`config.mk`:
```
export PLATFORM = sky130hd
export DESIGN_NAME = uart_reg_dump
export DESIGN_NICKNAME = d
export VERILOG_FILES = /design/src/rtl/uart_reg_dump.sv
export SDC_FILE = /design/constraint.sdc
export NUM_CORES = 1
export LEC_CHECK = 0
export BUFFER_PORTS_ARGS = -buffer_cell sky130_fd_sc_hd__buf_2
export CAP_MARGIN = 20
export CORE_MARGIN = 2
export CORE_UTILIZATION = 60
export CTS_CLUSTER_DIAMETER = 30
export CTS_CLUSTER_SIZE = 40
export DETAILED_ROUTE_END_ITERATION = 10
export GPL_ROUTABILITY_DRIVEN = 1
export PLACE_DENSITY = 0.84
export SLEW_MARGIN = 20
export SYNTH_ARGS = -nofsm -noshare
export SYNTH_HDL_FRONTEND = slang
export SYNTH_SLANG_ARGS = --single-unit
```
`constraint.sdc`:
```
create_clock -name clk -period 3.81 [get_ports clk]
set_input_delay 1.143 -clock clk [delete_from_list [all_inputs] [get_ports clk]]
set_output_delay 1.143 -clock clk [all_outputs]
set_load 0.01 [all_outputs]
```
`src/rtl/uart_reg_dump.sv`:
```
// Snapshot NUM_REGS registers on a strobe and stream them out as
// "<PFX><idx><SEP><hex>" lines over a valid/ready byte interface.
module uart_reg_dump #(
  parameter int         DATA_W   = 16,
  parameter int         NUM_REGS = 4,
  parameter logic [7:0] PFX_CHAR = 8'h52,
  parameter logic [7:0] SEP_CHAR = 8'h3A,
  parameter bit         EOL_CRLF = 1'b1
) (
  input  logic                         clk,
  input  logic                         rst_n,
  input  logic                         i_stb,
  input  logic [NUM_REGS*DATA_W-1:0]   i_data,
  input  logic [NUM_REGS-1:0]          i_mask,
  input  logic                         i_lz,
  output logic [7:0]                   o_byte,
  output logic                         o_valid,
  input  logic                         i_ready,
  output logic                         o_busy,
  output logic                         o_done,
  output logic                         o_drop
);

  localparam int NIB = (DATA_W + 3) / 4;
  localparam int SW  = NIB * 4;
  localparam int CW  = (NIB > 1) ? $clog2(NIB) : 1;

  typedef enum logic [2:0] {
    S_IDLE, S_SCAN, S_PFX, S_IDX,
    S_SEP, S_NIB, S_CR, S_LF
  } state_t;

  state_t                       state_q, state_d;
  logic [NUM_REGS*DATA_W-1:0]   data_q, data_d;
  logic [NUM_REGS-1:0]          mask_q, mask_d;
  logic                         lz_q, lz_d;
  logic [SW-1:0]                shift_q, shift_d;
  logic [3:0]                   idx_q, idx_d;
  logic [CW-1:0]                cnt_q, cnt_d;
  logic                         seen_q, seen_d;
  logic                         done_q, done_d;
  logic                         drop_q, drop_d;

  logic [3:0] top;
  logic       last;
  logic       skip;
  logic       acc;
  logic [7:0] byte_c;
  logic       valid_c;
  int         k;

  function automatic logic [7:0] hexc(input logic [3:0] n);
    return (n < 4'd10) ? 8'(8'h30 + n) : 8'(8'h37 + n);
  endfunction

  always_comb begin
    top  = shift_q[SW-1 -: 4];
    last = (cnt_q == CW'(NIB - 1));
    skip = (state_q == S_NIB) && lz_q && (top == 4'd0)
           && !last && !seen_q;
    k = 0;
    for (int i = NUM_REGS - 1; i >= 0; i--) begin
      if (mask_q[i]) k = i;
    end
    byte_c  = 8'h00;
    valid_c = 1'b0;
    case (state_q)
      S_PFX: begin byte_c = PFX_CHAR;   valid_c = 1'b1; end
      S_IDX: begin byte_c = hexc(idx_q); valid_c = 1'b1; end
      S_SEP: begin byte_c = SEP_CHAR;   valid_c = 1'b1; end
      S_NIB: begin byte_c = hexc(top);  valid_c = !skip; end
      S_CR:  begin byte_c = 8'h0D;      valid_c = 1'b1; end
      S_LF:  begin byte_c = 8'h0A;      valid_c = 1'b1; end
      default: ;
    endcase
    acc = valid_c && i_ready;
  end

  always_comb begin
    state_d = state_q;
    data_d  = data_q;
    mask_d  = mask_q;
    lz_d    = lz_q;
    shift_d = shift_q;
    idx_d   = idx_q;
    cnt_d   = cnt_q;
    seen_d  = seen_q;
    done_d  = 1'b0;
    // the done cycle still counts as busy for strobes
    drop_d  = i_stb && ((state_q != S_IDLE) || done_q);
    case (state_q)
      S_IDLE: if (i_stb && !done_q) begin
        data_d  = i_data;
        mask_d  = i_mask;
        lz_d    = i_lz;
        state_d = S_SCAN;
      end
      S_SCAN: if (|mask_q) begin
        shift_d   = SW'(data_q[k*DATA_W +: DATA_W]);
        idx_d     = 4'(k);
        mask_d[k] = 1'b0;
        cnt_d     = '0;
        seen_d    = 1'b0;
        state_d   = S_PFX;
      end else begin
        done_d  = 1'b1;
        state_d = S_IDLE;
      end
      S_PFX: if (acc) state_d = S_IDX;
      S_IDX: if (acc) state_d = S_SEP;
      S_SEP: if (acc) state_d = S_NIB;
      S_NIB: if (acc || skip) begin
        shift_d = shift_q << 4;
        seen_d  = seen_q || (top != 4'd0);
        if (!last) cnt_d = cnt_q + CW'(1);
        if (last) state_d = EOL_CRLF ? S_CR : S_LF;
      end
      S_CR:  if (acc) state_d = S_LF;
      S_LF:  if (acc) state_d = S_SCAN;
      default: state_d = S_IDLE;
    endcase
  end

  always_ff @(posedge clk or negedge rst_n) begin
    if (!rst_n) begin
      state_q <= S_IDLE;
      data_q  <= '0;
      mask_q  <= '0;
      lz_q    <= 1'b0;
      shift_q <= '0;
      idx_q   <= '0;
      cnt_q   <= '0;
      seen_q  <= 1'b0;
      done_q  <= 1'b0;
      drop_q  <= 1'b0;
    end else begin
      state_q <= state_d;
      data_q  <= data_d;
      mask_q  <= mask_d;
      lz_q    <= lz_d;
      shift_q <= shift_d;
      idx_q   <= idx_d;
      cnt_q   <= cnt_d;
      seen_q  <= seen_d;
      done_q  <= done_d;
      drop_q  <= drop_d;
    end
  end

  assign o_byte  = byte_c;
  assign o_valid = valid_c;
  assign o_busy  = (state_q != S_IDLE);
  assign o_done  = done_q;
  assign o_drop  = drop_q;

endmodule

```
# Word level (Yosys, flattened, before mapping)

Cells that the tools add are included.

Add/subtract/negate cells: 5
Mux-type cells: 35
Equal/unequal tests: 18
Reduce and logical (&&, ||, !) cells: 29
Div/mod/pow operators: 0
Magnitude comparators: 4
Multipliers: 0
Shift operators: 1
Bitwise operators: 2

Operators with widths:

| kind                                                               | number |
|---|---|
| 2-to-1 mux 32 bit                                                  | 2 |
| indexed part select 64 x 32 -> 16 bit                              | 1 |
| one-hot mux 7 bit (6 select lines)                                 | 1 |
| greater-or-equal comparator 32 x 1 -> 1 bit, second input constant | 1 |
| < comparator 32 x 4 -> 1 bit, second input constant                | 1 |
| 2-to-1 mux 16 bit                                                  | 2 |
| one-hot mux 16 bit (2 select lines)                                | 1 |
| adder 6 x 4 -> 7 bit, first input constant                         | 4 |
| 2-to-1 mux 3 bit                                                   | 8 |
| one-hot mux 3 bit (8 select lines)                                 | 1 |
| != test 2 bit, second input constant                               | 9 |
| 2-to-1 mux 7 bit                                                   | 2 |
| == test 3 bit, second input constant                               | 4 |
| 2-to-1 mux 2 bit                                                   | 6 |
| logical AND 1 bit                                                  | 8 |
| < comparator 4 bit, second input constant                          | 2 |
| 2-to-1 mux 4 bit                                                   | 2 |
| one-hot mux 4 bit (2 select lines)                                 | 1 |
| AND reduction 8 bit                                                | 1 |
| == test 3 x 2 -> 1 bit, second input constant                      | 2 |
| AND reduction 3 bit                                                | 2 |
| 2-to-1 mux 1 bit                                                   | 5 |
| OR reduction 5 bit                                                 | 1 |
| bitwise AND 4 bit                                                  | 1 |
| other kinds (18)                                                   | 26 |

Memories kept: 0
Flip-flop bits (word level): 97
Output and inout port bits: 12
Bits in read-only memories: 0
Bits in latches: 0
Memory bits (writable): 0
Word-level logic and storage cells: 104
Input bits: 73

# Depth between registers and ports, before layout

Gate-level depths: netlist of the first run.

Depth after elaboration: 12
Gate-level depth with buffers: 9

# Least setup slack after synthesis of the first run

Ideal clock, no wire load.

Path type: reg-to-output
From: register state_q[2]
To: output port o_byte[1]
Setup slack: 1.218 ns
Path buffers: 3
Data arrival time: 1.449 ns
Required time: 2.667 ns
Stages on the path, launching flop included: 6
Cells stage by stage: dfrtp_1 > buf_2 > clkbuf_1 > buf_1 > a21oi_1 > a221oi_1

Longest elaborated chain between the ends: 2
Elaborated cells on any way between the ends: 7

RTL lines:

| what                                                    | line | text |
|---|---|---|
| from (decl)                                             | 33   | `state_t state_q, state_d;` |
| from (signal assigned)                                  | 137  | `state_q <= state_d;` |
| == test 3 bit or == test 3 x 2 -> 1 bit (tied branches) | 67   | `case (state_q)` |
| one-hot mux 7 bit (6 select lines) (*)                  | 67   |  |
| to (decl)                                               | 16   | `output logic [7:0] o_byte,` |

Every way passes the cells marked *; elsewhere a longest branch is shown, timed or not.

# Worst setup path after layout of the first run

From: register shift_q[13]
To: output port o_valid

Longest elaborated chain between the ends: 6

RTL lines:

| what                               | line | text |
|---|---|---|
| from (decl)                        | 37   | `logic [SW-1:0] shift_q, shift_d;` |
| from (signal assigned)             | 141  | `shift_q <= shift_d;` |
| logical NOT 4 bit                  | 59   | `skip = (state_q == S_NIB) && lz_q && (top == 4'd0)` |
| logical AND 1 bit                  | 59   |  |
| logical AND 1 bit (2 in series)    | 60   | `&& !last && !seen_q;` |
| logical NOT 1 bit                  | 71   | `S_NIB: begin byte_c = hexc(top); valid_c = !skip; end` |
| one-hot mux 1 bit (2 select lines) | 67   |  |
| to (decl)                          | 17   | `output logic o_valid,` |

No other way between the ends.

==> results of run 1 <==
## per-stage QoR
step / area (um^2) / utilization [%]
2_1_floorplan: 4650 / -
3_3_place_gp: 5080 / 66.7
3_5_place_dp: 5080 / 66.7
4_1_cts: 5310 / 69.8
5_1_grt: 5320 / 69.9
6_report: 5320 / 69.9
## final timing paths
check / startpoint / endpoint / slack, ns / depth (start not counted)
setup / recovery: shift_q[13] / o_valid / 0.73 / 6
hold / removal: data_q[32] / data_q[32] / 0.48 / 2
setup reg to reg: mask_q[1] / shift_q[13] / 1.24 / 4
hold reg to reg: data_q[32] / data_q[32] / 0.48 / 2
max in group asynchronous: rst_n / seen_q / 2.20 / 2
min in group asynchronous: rst_n / lz_q / 0.85 / 1
## power by group through the flow
stage / Sequential [W] / Clock, W / Combinational [W]
floorplan: 0.00167 / 0 / 0.00140
global placement: 0.00183 / 0 / 0.00165
detailed placement: 0.00185 / 0 / 0.00171
CTS: 0.00184 / 0.000769 / 0.00172
global route: 0.00191 / 0.000803 / 0.00194
finish: 0.00185 / 0.000753 / 0.00173
## logic make-up after synthesis
logic type               count (synthesis)
other                                    1
buffers and inverters                   45
AO/OA/AOI/OAI                          111
AND/OR/NAND/NOR                        264
XOR/XNOR                                 2
adder cells (fa/ha/maj)                  3
multiplexers                             3
flip-flops                              95
## layout by cell type, fill, tap and decap left out, types with 2 or more instances in the layout
cell type    n
xnor2_1      2
nand2_1    209
a21boi_0     2
a21oi_1      6
ha_1         3
bufinv_16    2
o21ai_1      3
buf_4        7
nand2b_1     3
buf_12       2
nor3_1       4
or2_2        2
a22o_1       8
nor2b_1     22
a32o_1      12
a21o_1      15
nor3b_1      3
dfrtp_1     95
mux2i_1      3
buf_2       82
nor2_1       8
a221oi_1    30
o22ai_1      2
clkbuf_8    10
o21ai_0     20
inv_1        5
o31ai_1      6
nand3_1      5
o21a_1       4
## flip-flops by register name (all words and copies together) (netlist names)
signal   count
data_q      64
shift_q     16
mask_q       4
state_q      3
cnt_q        2
idx_q        2
lz_q         1
o_done       1
o_drop       1
seen_q       1
## area by class of cell
type | count | share of cell area [%]
sequential | 95 | 44.7
multi-input combinational | 384 | 38.7
timing repair buffer | 91 | 9.46
clock buffer | 11 | 2.66
tap | 102 | 2.40
clock inverter | 5 | 1.67
inverter | 5 | 0.353
## worst min-delay path, cell delays in order, from the launching register on
cell	delay, ns
dfrtp_1	0.35
nand2_1	0.05
nand2_1	0.05
## layer usage
metal / share of wire (%) / GRT usage (%) / vias up / wire [um]
met5: 0 / 0 / - / 0
met2: 48 / 41.2 / 138 / 5020
met1: 45 / 36.4 / 1900 / 4770
li1: - / - / 1918 / -
met4: 1.5 / 7.71 / 0 / 163
met3: 5.6 / 5.67 / 15 / 586
==> impl_metrics.ini, run 1 <==
[outcome]
status = completed

[yosys]
synth_cell_types = 42
syn_nets = 600
avgSynthCellArea_um2 = 8.87
postSynthCellCount = 524
yosysMostFrequentCell = nand2_1
synthFlopType = dfrtp_1
synth_top_area_share_pct = 51.2
ys_seq_elements = 95
synth_area_mm2 = 0.00465
synth_top_area_cell = dfrtp_1
synth-simple-area-share_pct = 23.9
synth_top_family_by_area = simple AND/OR/NAND/NOR gates
yosysWarnings = 0
synth_compound_area_share_pct = 18.1
synth-edff-count = 0
synthTopCellsByArea = dfrtp_1 51%, nand2_1 17%, a221oi_1 5.7%
synth.area.mux_share_pct = 0.646
synth_xor_area_share_pct = 0.377
ys_seq_area_share_pct = 51.2
synth_fa_ha_area_share_pct = 0.808
async_flop_share_pct = 100
synth_common_cells = 209 x nand2_1, 95 x dfrtp_1, 30 x a221oi_1, 22 x nor2b_1, 20 x o21ai_0

[power]
clock_power_share_pct = 17.4
pwr-share-comb_pct = 39.9
ir_drop_mv = 0.333
seqPwrFrac_pct = 42.7
intPower_w = 0.00260
p_leak_nw = 2.74
p_sw_w = 0.00173
power_w = 0.00432
sw_frac_of_total_pct = 40.0
power.density_mw_per_mm2 = 814

[die]
fp.coreArea_mm2 = 0.00761
die-height_um = 92.0
num_rows = 32
initial_core_util_pct = 61.1
io_pins = 85
die_width_um = 92.0
die_area_mm2 = 0.00846

[cells_and_area]
fillers = 615
drive_gt1_share_pct = 18.8
multi_input_area_mm2 = 0.00206
area_delta_synth_final_pct = 14.4
antennaDiodeCount = 0
instances_no_fill = 693
fin_nets = 662
regArea_mm2 = 0.00238

[sta]
finalSetupTns_ns = 0
worstMarginPinSlew_ns = 1.02
setup_viol = 0
fin_hold_ws_ns = 0.484
setup_ws_ns = 0.725
max_freq_mhz = 324
slew_headroom_pct = 32.0
finalCritPeriodShare_pct = 81.0
slew_violations = 0
fin_worst_skew_ns = 0.0103
rsz0062_at_grt = false
period_minus_slack_ns = 3.08
hold_violations = 0

[clock_network]
h-tree-depth = 3
cts_root_buf = clkbuf_8
cts-resized-gates = 0
path_clk_slew_ns = 0.09
cts_hold_buf = 0
clk_latency_ns = 0.36
cts_buffers = 9
clk_path_buf_depth = 2
cts_sinks = 95
cts_tree = built
cts_setup_buffers = 0

[drt]
vias = 3971
drc_errors = 0
ant_nets = 0
viasPerCell = 5.73
dr.pass1.iters = 5
routed_wl_um = 10500
avgRoutedWirePerCell_um = 15.2
drt_iter0_markers = 317

[global_routing]
grt_start_max_net_pins = 63
overflow = 0
grt_pass1_vias = 3805
gr-usage-all-layers_pct = 26.0
grt_pass1_wl_um = 17500
antenna_found_initial = 0

[setup_path]
cp-end-kind = output port
crit_buf_inv = 2
max_stage_delay_ns = 0.43
crit_family = simple AND/OR/NAND/NOR gates
cp.arrival_ns = 1.94
path_cells = inv_1, ha_1, nor3b_1, nand3_1, a21o_1, buf_2
critPathLaunchType = flip-flop
crit_slowest_cell = dfrtp_1
crit_path_max_fanout = 5
critical_path_required_ns = 2.67
critPathKind = flip-flop to output port

[place]
dp.cells = 677
io_buffers = 83
place_ws_ns = 1.13
place_congestion = 0.870
dp_hpwl_um = 7190

[worst_hold_path]
hp-class = flip-flop to flip-flop

[run]
drv_cap = 0
No activity file was read; power rests on OpenSTA's default activity.
==> run 2, diff against run 1 <==
- CORE_UTILIZATION: 60 -> 56
- PLACE_DENSITY: 0.84 -> 0.79
- clock period: 3.81 -> 3 ns (I/O delays scaled with it)
==> impl_metrics.ini, run 2 (synthesis results as in run 1) <==
[place]
io_buffers = 83
place_congestion = 0.891
dp_hpwl_um = 7650
placed_area_mm2 = 0.00510
dp.cells = 686

[cells_and_area]
largest_reg_flops = 64
fillers = 697
design_area_mm2 = 0.00529
antennaDiodeCount = 0
fin_nets = 668
post-route-util_pct = 65.0
instances_no_fill = 701
final_common_cell = nand2_1
drive_gt1_share_pct = 20.0
final_cell_mix = 209 x nand2_1, 95 x dfrtp_1, 82 x buf_2, 30 x a221oi_1, 21 x nor2b_1
reg_top3 = data_q x64, shift_q x16, mask_q x4
top_register = data_q
area_delta_synth_final_pct = 13.8

[clock_network]
cts_sinks = 95
cts_hold_buf = 0
cts-resized-gates = 0
clk_path_buf_depth = 2
cts_setup_buffers = 0
cts_buffers = 9
clk_latency_ns = 0.36
path_clk_slew_ns = 0.09
cts_tree = built
h-tree-depth = 3
cts_root_buf = clkbuf_8

[power]
sw_frac_of_total_pct = 41.3
ir_drop_mv = 0.373
power_w = 0.00534
power.density_mw_per_mm2 = 1010
p_sw_w = 0.00221
clock_power_share_pct = 14.1
intPower_w = 0.00313
p_leak_nw = 2.73
pwr-share-comb_pct = 42.5
seqPwrFrac_pct = 43.4

[worst_hold_path]
hp-class = flip-flop to flip-flop
hold-path-endpoint = data_q[2]
hold_depth = 2
hp-start = data_q[2]

[setup_path]
critPathLaunchType = flip-flop
cp-end-kind = output port
critPathKind = flip-flop to output port
critical_path_required_ns = 2.10
cp.arrival_ns = 1.94
crit_path_max_fanout = 7
timing.reg2reg.setup_slack_ns = 0.77
reg2reg_depth = 4
rr_startpoint = mask_q[1]
r2r-end = shift_q[0]

[die]
die_width_um = 95.1
die_area_mm2 = 0.00904
fp.coreArea_mm2 = 0.00813
die-height_um = 95.1
initial_core_util_pct = 57.1
io_pins = 85
num_rows = 33

[global_routing]
grt_start_max_net_pins = 43
grt_pass1_wl_um = 17600
grtUsageMet3_pct = 3.64
antenna_found_initial = 0
grtUsageMet2_pct = 37.6
busiest_layer = met1
gr-usage-all-layers_pct = 25.2
grt_pass1_vias = 3602
met1_usage_pct = 38.5
overflow = 0

[sta]
finalCritPeriodShare_pct = 94.8
worstMarginPinSlew_ns = 0.764
rsz0062_at_grt = false
period_minus_slack_ns = 2.84
slew_violations = 0
max_freq_mhz = 352
slew_headroom_pct = 48.9
setup_viol = 0
fin_worst_skew_ns = 0.0118
finalSetupTns_ns = 0
hold_violations = 0

[drt]
drc_errors = 0
avgRoutedWirePerCell_um = 15.4
routed_wl_um = 10800
vias = 4015
dr.pass1.iters = 5
viasPerCell = 5.73
ant_nets = 0
drt_iter0_markers = 226

[run]
drv_cap = 0

[outcome]
status = completed
==> run 2: cell types whose count changed in the layout (fill, tap and decap cells not counted), moves of 2 or more <==
cell,change
buf_12,-2
bufinv_16,-2
clkinv_2,+2
buf_4,+8
clkinvlp_4,+2
==> run 2: cell type report <==
class                      count  area [um^2]  area share, %
timing repair buffer          97          523           9.89
tap                          105          131           2.48
multi-input combinational    384         2070           39.1
clock inverter                 5         33.8          0.639
clock buffer                  10          138           2.60
inverter                       5         18.8          0.355
sequential                    95         2380           45.0
==> run 2: per-stage QoR <==
stage	hold slack, ns	worst slack, ns
2_1_floorplan	0.439	0.651
3_3_place_gp	0.458	0.615
3_5_place_dp	0.457	0.537
4_1_cts	0.479	0.127
5_1_grt	0.512	0.0553
6_report	0.478	0.157
==> run 2: power groups by stage <==
| stage | Clock [W] | Sequential, W | Combinational, W |
|---|---|---|---|
| after floorplan | 0 | 0.00212 | 0.00178 |
| after global placement | 0 | 0.00230 | 0.00216 |
| after detailed placement | 0 | 0.00233 | 0.00224 |
| after CTS | 0.000766 | 0.00231 | 0.00225 |
| after global routing | 0.000824 | 0.00240 | 0.00254 |
| final | 0.000753 | 0.00232 | 0.00227 |
==> run 2: metal layers <==
| metal | vias to the layer above | part of all wire [%] |
|---|---|---|
| met5 | - | 0 |
| met2 | 146 | 45 |
| li1 | 1925 | - |
| met3 | 16 | 5.7 |
| met1 | 1928 | 47 |
| met4 | 0 | 1.5 |
==> run 2: how the worst max path moves through the flow <==
stage	from	endpoint	slack [ns]
2_1_floorplan	state_q[2]	o_byte[1]	0.65
3_3_place_gp	shift_q[13]	o_valid	0.61
3_5_place_dp	state_q[0]	o_byte[6]	0.54
4_1_cts	state_q[0]	o_byte[6]	0.13
5_1_grt	shift_q[14]	o_byte[1]	0.06
6_report	shift_q[14]	o_byte[1]	0.16
==> run 2: worst max-delay path, cell delays in order (launching register included) <==
cell and delay, ns:
dfrtp_1 0.47, o21ai_1 0.47, a21oi_1 0.16, a221oi_1 0.31, buf_2 0.18
